**config.mk**
```make
export PLATFORM = sky130hd
export DESIGN_NAME = uart_tx_ctrl
export DESIGN_NICKNAME = d
export VERILOG_FILES = /design/src/rtl/uart_tx_ctrl.sv
export SDC_FILE = /design/constraint.sdc
export NUM_CORES = 1
export LEC_CHECK = 0
export CAP_MARGIN = 10
export CELL_PAD_IN_SITES_DETAIL_PLACEMENT = 1
export CELL_PAD_IN_SITES_GLOBAL_PLACEMENT = 1
export CORE_MARGIN = 8
export CORE_UTILIZATION = 46
export DETAILED_ROUTE_END_ITERATION = 8
export GPL_TIMING_DRIVEN = 0
export PLACE_DENSITY_LB_ADDON = 0.3
export SLEW_MARGIN = 0
export SYNTH_ARGS = -nofsm -noshare
export SYNTH_HDL_FRONTEND = slang
export SYNTH_SLANG_ARGS = --single-unit
```
**constraint.sdc**
```tcl
create_clock -name clk -period 6.85 [get_ports clk]
set_input_delay 2.055 -clock clk [delete_from_list [all_inputs] [get_ports clk]]
set_output_delay 2.055 -clock clk [all_outputs]
set_load 0.03 [all_outputs]
```
**src/rtl/uart_tx_ctrl.sv**
```systemverilog
// uart_tx_ctrl: FIFO-buffered 8N1 UART transmitter with back-to-back frame chaining
module uart_tx_ctrl #(
    parameter int CLK_FREQ_HZ = 100000000,
    parameter int BAUD_RATE   = 115200,
    parameter int FIFO_DEPTH  = 8
) (
    input  logic                          clk,
    input  logic                          rst,
    input  logic                          in_valid,
    input  logic [7:0]                    in_data,
    output logic                          in_ready,
    output logic                          tx,
    output logic                          busy,
    output logic [$clog2(FIFO_DEPTH):0]   fifo_count
);
    localparam int CLKS_PER_BIT = CLK_FREQ_HZ / BAUD_RATE;
    localparam int AW = $clog2(FIFO_DEPTH);
    localparam int CW = $clog2(CLKS_PER_BIT);
    localparam logic [AW:0]   FULL = (AW+1)'(FIFO_DEPTH);
    localparam logic [CW-1:0] LAST = CW'(CLKS_PER_BIT - 1);

    if (CLKS_PER_BIT < 2) begin : g_bad_baud
        $error("uart_tx_ctrl: CLK_FREQ_HZ / BAUD_RATE must be at least 2");
    end
    if (FIFO_DEPTH < 2 || (FIFO_DEPTH & (FIFO_DEPTH - 1)) != 0) begin : g_bad_depth
        $error("uart_tx_ctrl: FIFO_DEPTH must be a power of two, at least 2");
    end

    typedef enum logic [1:0] {IDLE, START, DATA, STOP} state_t;

    state_t        state, state_n;
    logic [CW-1:0] cnt, cnt_n;
    logic [2:0]    idx, idx_n;
    logic [7:0]    shift, shift_n;
    logic          tx_n, pop, push;
    logic [7:0]    mem [FIFO_DEPTH];
    logic [AW-1:0] wptr, rptr;

    assign in_ready = rst && (fifo_count != FULL);
    assign push     = in_valid && in_ready;
    assign busy     = (fifo_count != '0) || (state != IDLE);

    // FIFO pointers and occupancy; pointers wrap naturally at the power-of-two depth
    always_ff @(posedge clk or negedge rst) begin
        if (!rst) begin
            wptr       <= '0;
            rptr       <= '0;
            fifo_count <= '0;
        end else begin
            if (push) wptr <= wptr + 1'b1;
            if (pop)  rptr <= rptr + 1'b1;
            fifo_count <= (push && !pop) ? fifo_count + 1'b1 :
                          (pop && !push) ? fifo_count - 1'b1 : fifo_count;
        end
    end

    // FIFO storage needs no reset: occupancy alone decides what is valid
    always_ff @(posedge clk) begin
        if (push) mem[wptr] <= in_data;
    end

    // Frame state, baud counter, shifter and registered line output
    always_ff @(posedge clk or negedge rst) begin
        if (!rst) begin
            state <= IDLE;
            cnt   <= '0;
            idx   <= '0;
            shift <= '0;
            tx    <= 1'b1;
        end else begin
            state <= state_n;
            cnt   <= cnt_n;
            idx   <= idx_n;
            shift <= shift_n;
            tx    <= tx_n;
        end
    end

    // Next state; tx_n is the level of the state being entered so tx needs no extra stage
    always_comb begin
        state_n = state;
        cnt_n   = cnt + 1'b1;
        idx_n   = idx;
        shift_n = shift;
        tx_n    = tx;
        pop     = 1'b0;
        case (state)
            IDLE: begin
                cnt_n   = '0;
                pop     = fifo_count != '0;
                state_n = pop ? START : IDLE;
                shift_n = pop ? mem[rptr] : shift;
                tx_n    = !pop;
            end
            START: begin
                if (cnt == LAST) begin
                    state_n = DATA;
                    cnt_n   = '0;
                    idx_n   = '0;
                    tx_n    = shift[0];
                end
            end
            DATA: begin
                if (cnt == LAST) begin
                    cnt_n   = '0;
                    state_n = (idx == 3'd7) ? STOP : DATA;
                    idx_n   = idx + 1'b1;
                    shift_n = {1'b0, shift[7:1]};
                    tx_n    = (idx == 3'd7) ? 1'b1 : shift[1];
                end
            end
            STOP: begin
                if (cnt == LAST) begin
                    cnt_n   = '0;
                    pop     = fifo_count != '0;
                    state_n = pop ? START : IDLE;
                    shift_n = pop ? mem[rptr] : shift;
                    tx_n    = !pop;
                end
            end
            default: state_n = IDLE;
        endcase
    end
endmodule

```
Word level (Yosys, flattened, before mapping)
Memory sizes are Yosys's and may differ from the RTL's.
Index checks and enable logic that the tools add are counted.
Widths: inputs -> output; s select.
{"block": "totals", "ff_bits": 34, "mem_bits_rw": 64, "in_bits": 11, "out_inout_bits": 7, "word_cells": 68, "mem_count": 1}
{"block": "classes", "n_addsub": 6, "n_eq_ne": 9, "mux": 26, "reduce_logical": 18}
{"name": "mem", "words": 8, "word_bits": 8, "read_ports": 1, "rd_ports_with_merged_regs": 0, "wr": 1, "line": "36", "source": "logic [7:0] mem [FIFO_DEPTH];"}
{"cell": "$mux 8", "count": 3}
{"cell": "$pmux 8 s3", "count": 1}
{"cell": "$pmux 10 s2", "count": 1}
{"cell": "$add 10x1->10 const B", "count": 1}
{"cell": "$eq 10x10->1 const B", "count": 1}
{"cell": "$mux 10", "count": 1}
{"cell": "$add 3x1->3 const B", "count": 3}
{"cell": "$mux 1", "count": 9}
{"cell": "$reduce_and 3->1", "count": 3}
{"cell": "$mux 4", "count": 2}
{"cell": "$pmux 2 s4", "count": 1}
{"cell": "$mux 2", "count": 3}
{"cell": "$mux 3", "count": 2}
{"cell": "$ne 2x2->1 const B", "count": 3}
{"cell": "$pmux 3 s2", "count": 1}
{"cell": "$reduce_bool 2->1", "count": 3}
{"cell": "$add 4x1->4 const B", "count": 1}
{"cell": "$eq 2x2->1 const B", "count": 2}
{"cell": "$logic_and 1x1->1", "count": 4}
{"cell": "$ne 4x4->1 const B", "count": 1}
{"cell": "$pmux 1 s4", "count": 1}
{"cell": "$reduce_bool 4->1", "count": 1}
{"cell": "$sub 4x1->4 const B", "count": 1}
{"cell": "$eq 3x3->1 const B", "count": 1}
{"cell": "7 further kinds", "count": 9}

Logic depth before layout (Yosys ltp)
{"block": "logic_depth", "word_depth": 7, "ltp_mapped": 11, "ltp_nobuf": 11}

Worst setup path before layout
Ideal clock, no wire load.
{"block": "synth_path", "path_type": "input to output", "start": "in rst", "end": "out in_ready", "arrival_ns": 2.331, "required_time_ns": 4.795, "path_slack_ns": 2.464, "cell_stages": 1, "path_buffers": 0, "cell_sequence": "and2_1"}
{"block": "synth_via", "elab_chain_cells": 1}
{"element": "start: declaration", "line": "8", "source": "input logic rst,"}
{"element": "$logic_and 1x1->1", "line": "39", "source": "assign in_ready = rst && (fifo_count != FULL);"}
{"element": "end: declaration", "line": "11", "source": "output logic in_ready,"}
No other way between the ends.

Final worst setup path
Same ends and word-level chain as after synthesis.

==> flow_metrics.py <==
metrics = {
    "floorplanning": {
        "die-width_um": 112,
        "starting_density_of_the_core_pct": 46.8,
        "die-height_um": 112,
        "die_area_um2": 12600,
        "placeableCoreArea_um2": 9110,
        "boundaryPins": 18,
        "placementRows": 35,
    },
    "placed_design": {
        "dp.cells": 398,
        "dp_hpwl_um": 5610,
        "gp_congestion": 0.739,
        "port-buffer-count": 17,
        "postPlaceCellArea_um2": 4570,
    },
    "run": {
        "max_cap_viol_count": 0,
    },
    "synth": {
        "synthesis.nets": 295,
        "synth_area_leaders": "edfxtp_1 (45%), dfrtp_1 (19%), mux4_2 (8.5%)",
        "synth-async-reset-ratio_pct": 34.7,
        "synth_enable_flop_cells": 64,
        "syn-instance-count": 270,
        "synth.avg_cell_area_um2": 15.8,
        "synth_warnings": 0,
        "synth_common_cells": "edfxtp_1 (64), dfrtp_1 (33), nor2_1 (28)",
        "synth_area_um2": 4260,
        "netlist.top_cell.by_area": "edfxtp_1",
        "post-synth-top-count-cell": "edfxtp_1",
        "synth_seq_area_share_pct": 65.1,
        "synthFlopType": "edfxtp_1",
        "synth_seq_cells": 98,
        "synth_cell_types": 41,
        "yosysTopAreaCellShare_pct": 45.1,
    },
    "worst_hold_path": {
        "hold_start": "shift[7]",
        "worstHoldPathType": "reg2reg",
        "whs_path_depth": 1,
        "holdPathEnd": "shift[7]",
    },
    "critical_path": {
        "timing.critical_path.from_type": "input pin",
        "critical_path_peak_fanout": 36,
        "worstSetupPathType": "in2out",
        "r2r_setup_slack_ns": 3.95,
        "reg2regPathDepth": 11,
        "worst_setup_path_end_kind": "output port",
        "timing.rr.end": "fifo_count[3]",
        "critPathArrivalTime_ns": 3.57,
        "worstReg2RegStart": "cnt[0]",
        "required_ns": 4.80,
    },
    "sta": {
        "final.period_utilization_pct": 82.2,
        "setup_total_negative_slack_ns": 0,
        "max_slew.worst_pin.slew_ns": 0.978,
        "slew-limit-headroom_pct": 34.5,
        "report.final.setup_viol": 0,
        "finalHoldViolations": 0,
        "setup_repair_after_global_routing_missed_its_margin": "no",
        "fmax_mhz": 178,
        "period_needed_ns": 5.63,
        "final-max-slew-violation-count": 0,
        "fin_skew_ns": 0.0144,
    },
    "layout": {
        "final_nets": 323,
        "final_cell_count_no_fill": 414,
        "stdcell_area_um2": 4770,
        "core_util_final_pct": 52.4,
        "drive_above_1_share_pct": 17.2,
        "diodes": 0,
        "area.sequential_um2": 2770,
        "multi_input_area_um2": 1400,
        "area_delta_synth_final_pct": 12.0,
        "fillers": 901,
    },
    "clock_network": {
        "buffer_type_at_the_clock_tree_root": "clkbuf_8",
        "worst_skew_pair.late_latency_ns": 0.37,
        "clock-sinks": 98,
        "htreeDepth": 3,
        "cts_max_path_buffers": 2,
        "cts_hold_repair.buffers": 0,
        "tritoncts": "yes",
        "postCtsResizedCells": 0,
        "cts.repair_timing.setup_buffer_count": 0,
        "clkSlewWorstSetupHoldPaths_ns": 0.09,
        "inserted_clock_buffers": 9,
    },
    "routing": {
        "drtPass1Iterations": 6,
        "drt_first_iter_violations": 110,
        "detail_route.vias_per_cell": 5.58,
        "wire_per_inst_um": 19.7,
        "antenna_left": 0,
        "finalWirelength_um": 8140,
        "dr_total_vias": 2311,
        "drc_violations_left": 0,
    },
    "global_routing": {
        "first_pass_grt_wire_length_um": 13200,
        "maximum_number_of_pins_on_one_net_before_global_route_repair": 37,
        "antenna_found_initial": 0,
        "combined_global_route_utilization_of_all_metal_layers_pct": 13.8,
        "grt_overflow_total": 0,
        "first_global_vias": 2453,
    },
    "power_and_ir_drop": {
        "power.density_cell_area_nw_per_um2": 270,
        "power.leakage_uw": 0.00174,
        "largest_vdd_supply_drop_mv": 0.122,
        "design_power_total_uw": 1290,
    },
    "outcome": {
        "run_status": "finished clean",
    },
}
==> worst max path at each step <==
stage                     start       end  slack [ns]  cells past startpoint
after floorplan             rst  in_ready        2.46                      1
after global placement      rst  in_ready        0.14                      3
after detailed placement    rst  in_ready        1.15                      3
after CTS                   rst  in_ready        1.15                      3
after global routing        rst  in_ready        1.07                      3
final                       rst  in_ready        1.22                      3
==> sequential cells by signal, summed over array words and instances, names as in the netlist <==
name        cells
rptr            3
idx             3
state           2
fifo_count      4
tx              1
cnt            10
mem            64
wptr            3
shift           8
==> cells in the final DEF (no fill, tap or decap), types with 2 or more instances in the layout <==
master / count
edfxtp_1: 64
mux2i_1: 9
a22o_1: 2
xor2_1: 6
mux4_2: 16
clkdlybuf4s50_1: 16
inv_1: 14
a31oi_1: 2
a21oi_1: 3
nand2_1: 8
ha_1: 13
and2_1: 2
o21ai_0: 3
nand3_1: 5
o2bb2ai_1: 2
nor3_2: 2
clkbuf_8: 9
mux2_2: 7
nand2b_1: 3
a221oi_1: 6
dfrtp_1: 33
nor2_1: 28
buf_4: 2
and3_1: 3
xnor2_1: 9
inv_8: 3
a2bb2oi_1: 2
buf_2: 3
clkbuf_1: 4
nand4_1: 5
==> where the power goes <==
part,total [uW],internal [uW],switching (uW)
sequential,728,684,44.2
combinational,187,84.4,103
clock,373,147,226
==> worst max-delay path, stage by stage <==
cell	delay, ns
buf_2	0.61
and2_1	0.23
clkdlybuf4s50_1	0.67
==> cell type report <==
type                       count  share of cell area, %
buffer                         8                  0.839
clock buffer                   9                   2.60
clock inverter                 7                   1.57
inverter                      14                   1.10
multi-input combinational    150                   29.4
sequential                    98                   58.1
tap                          111                   2.91
timing repair buffer          17                   3.46
==> routing by layer <==
| layer | up-vias | track usage, % | part of all wire, % |
|---|---|---|---|
| met5 | - | 0 | 0 |
| met3 | 8 | 2.47 | 2.9 |
| met2 | 31 | 22.7 | 50 |
| li1 | 1073 | - | - |
| met4 | 0 | 5.67 | 1.5 |
| met1 | 1199 | 17.6 | 46 |
==> per-stage QoR <==
step	hold WS (ns)	setup slack, ns
CTS	0.528	1.15
global placement	0.493	0.143
finish	0.534	1.22
global route	0.538	1.07
detailed placement	0.512	1.15
floorplan	0.474	2.46
==> cell families after synthesis <==
group,share of synthesized area (%)
flip-flops,65.1
AND/OR/NAND/NOR,8.02
multiplexers,12.4
AO/OA/AOI/OAI,4.88
buffers and inverters,2.17
XOR/XNOR,3.08
adder cells (fa/ha/maj),4.29
Power figures use the tool's default switching activity.
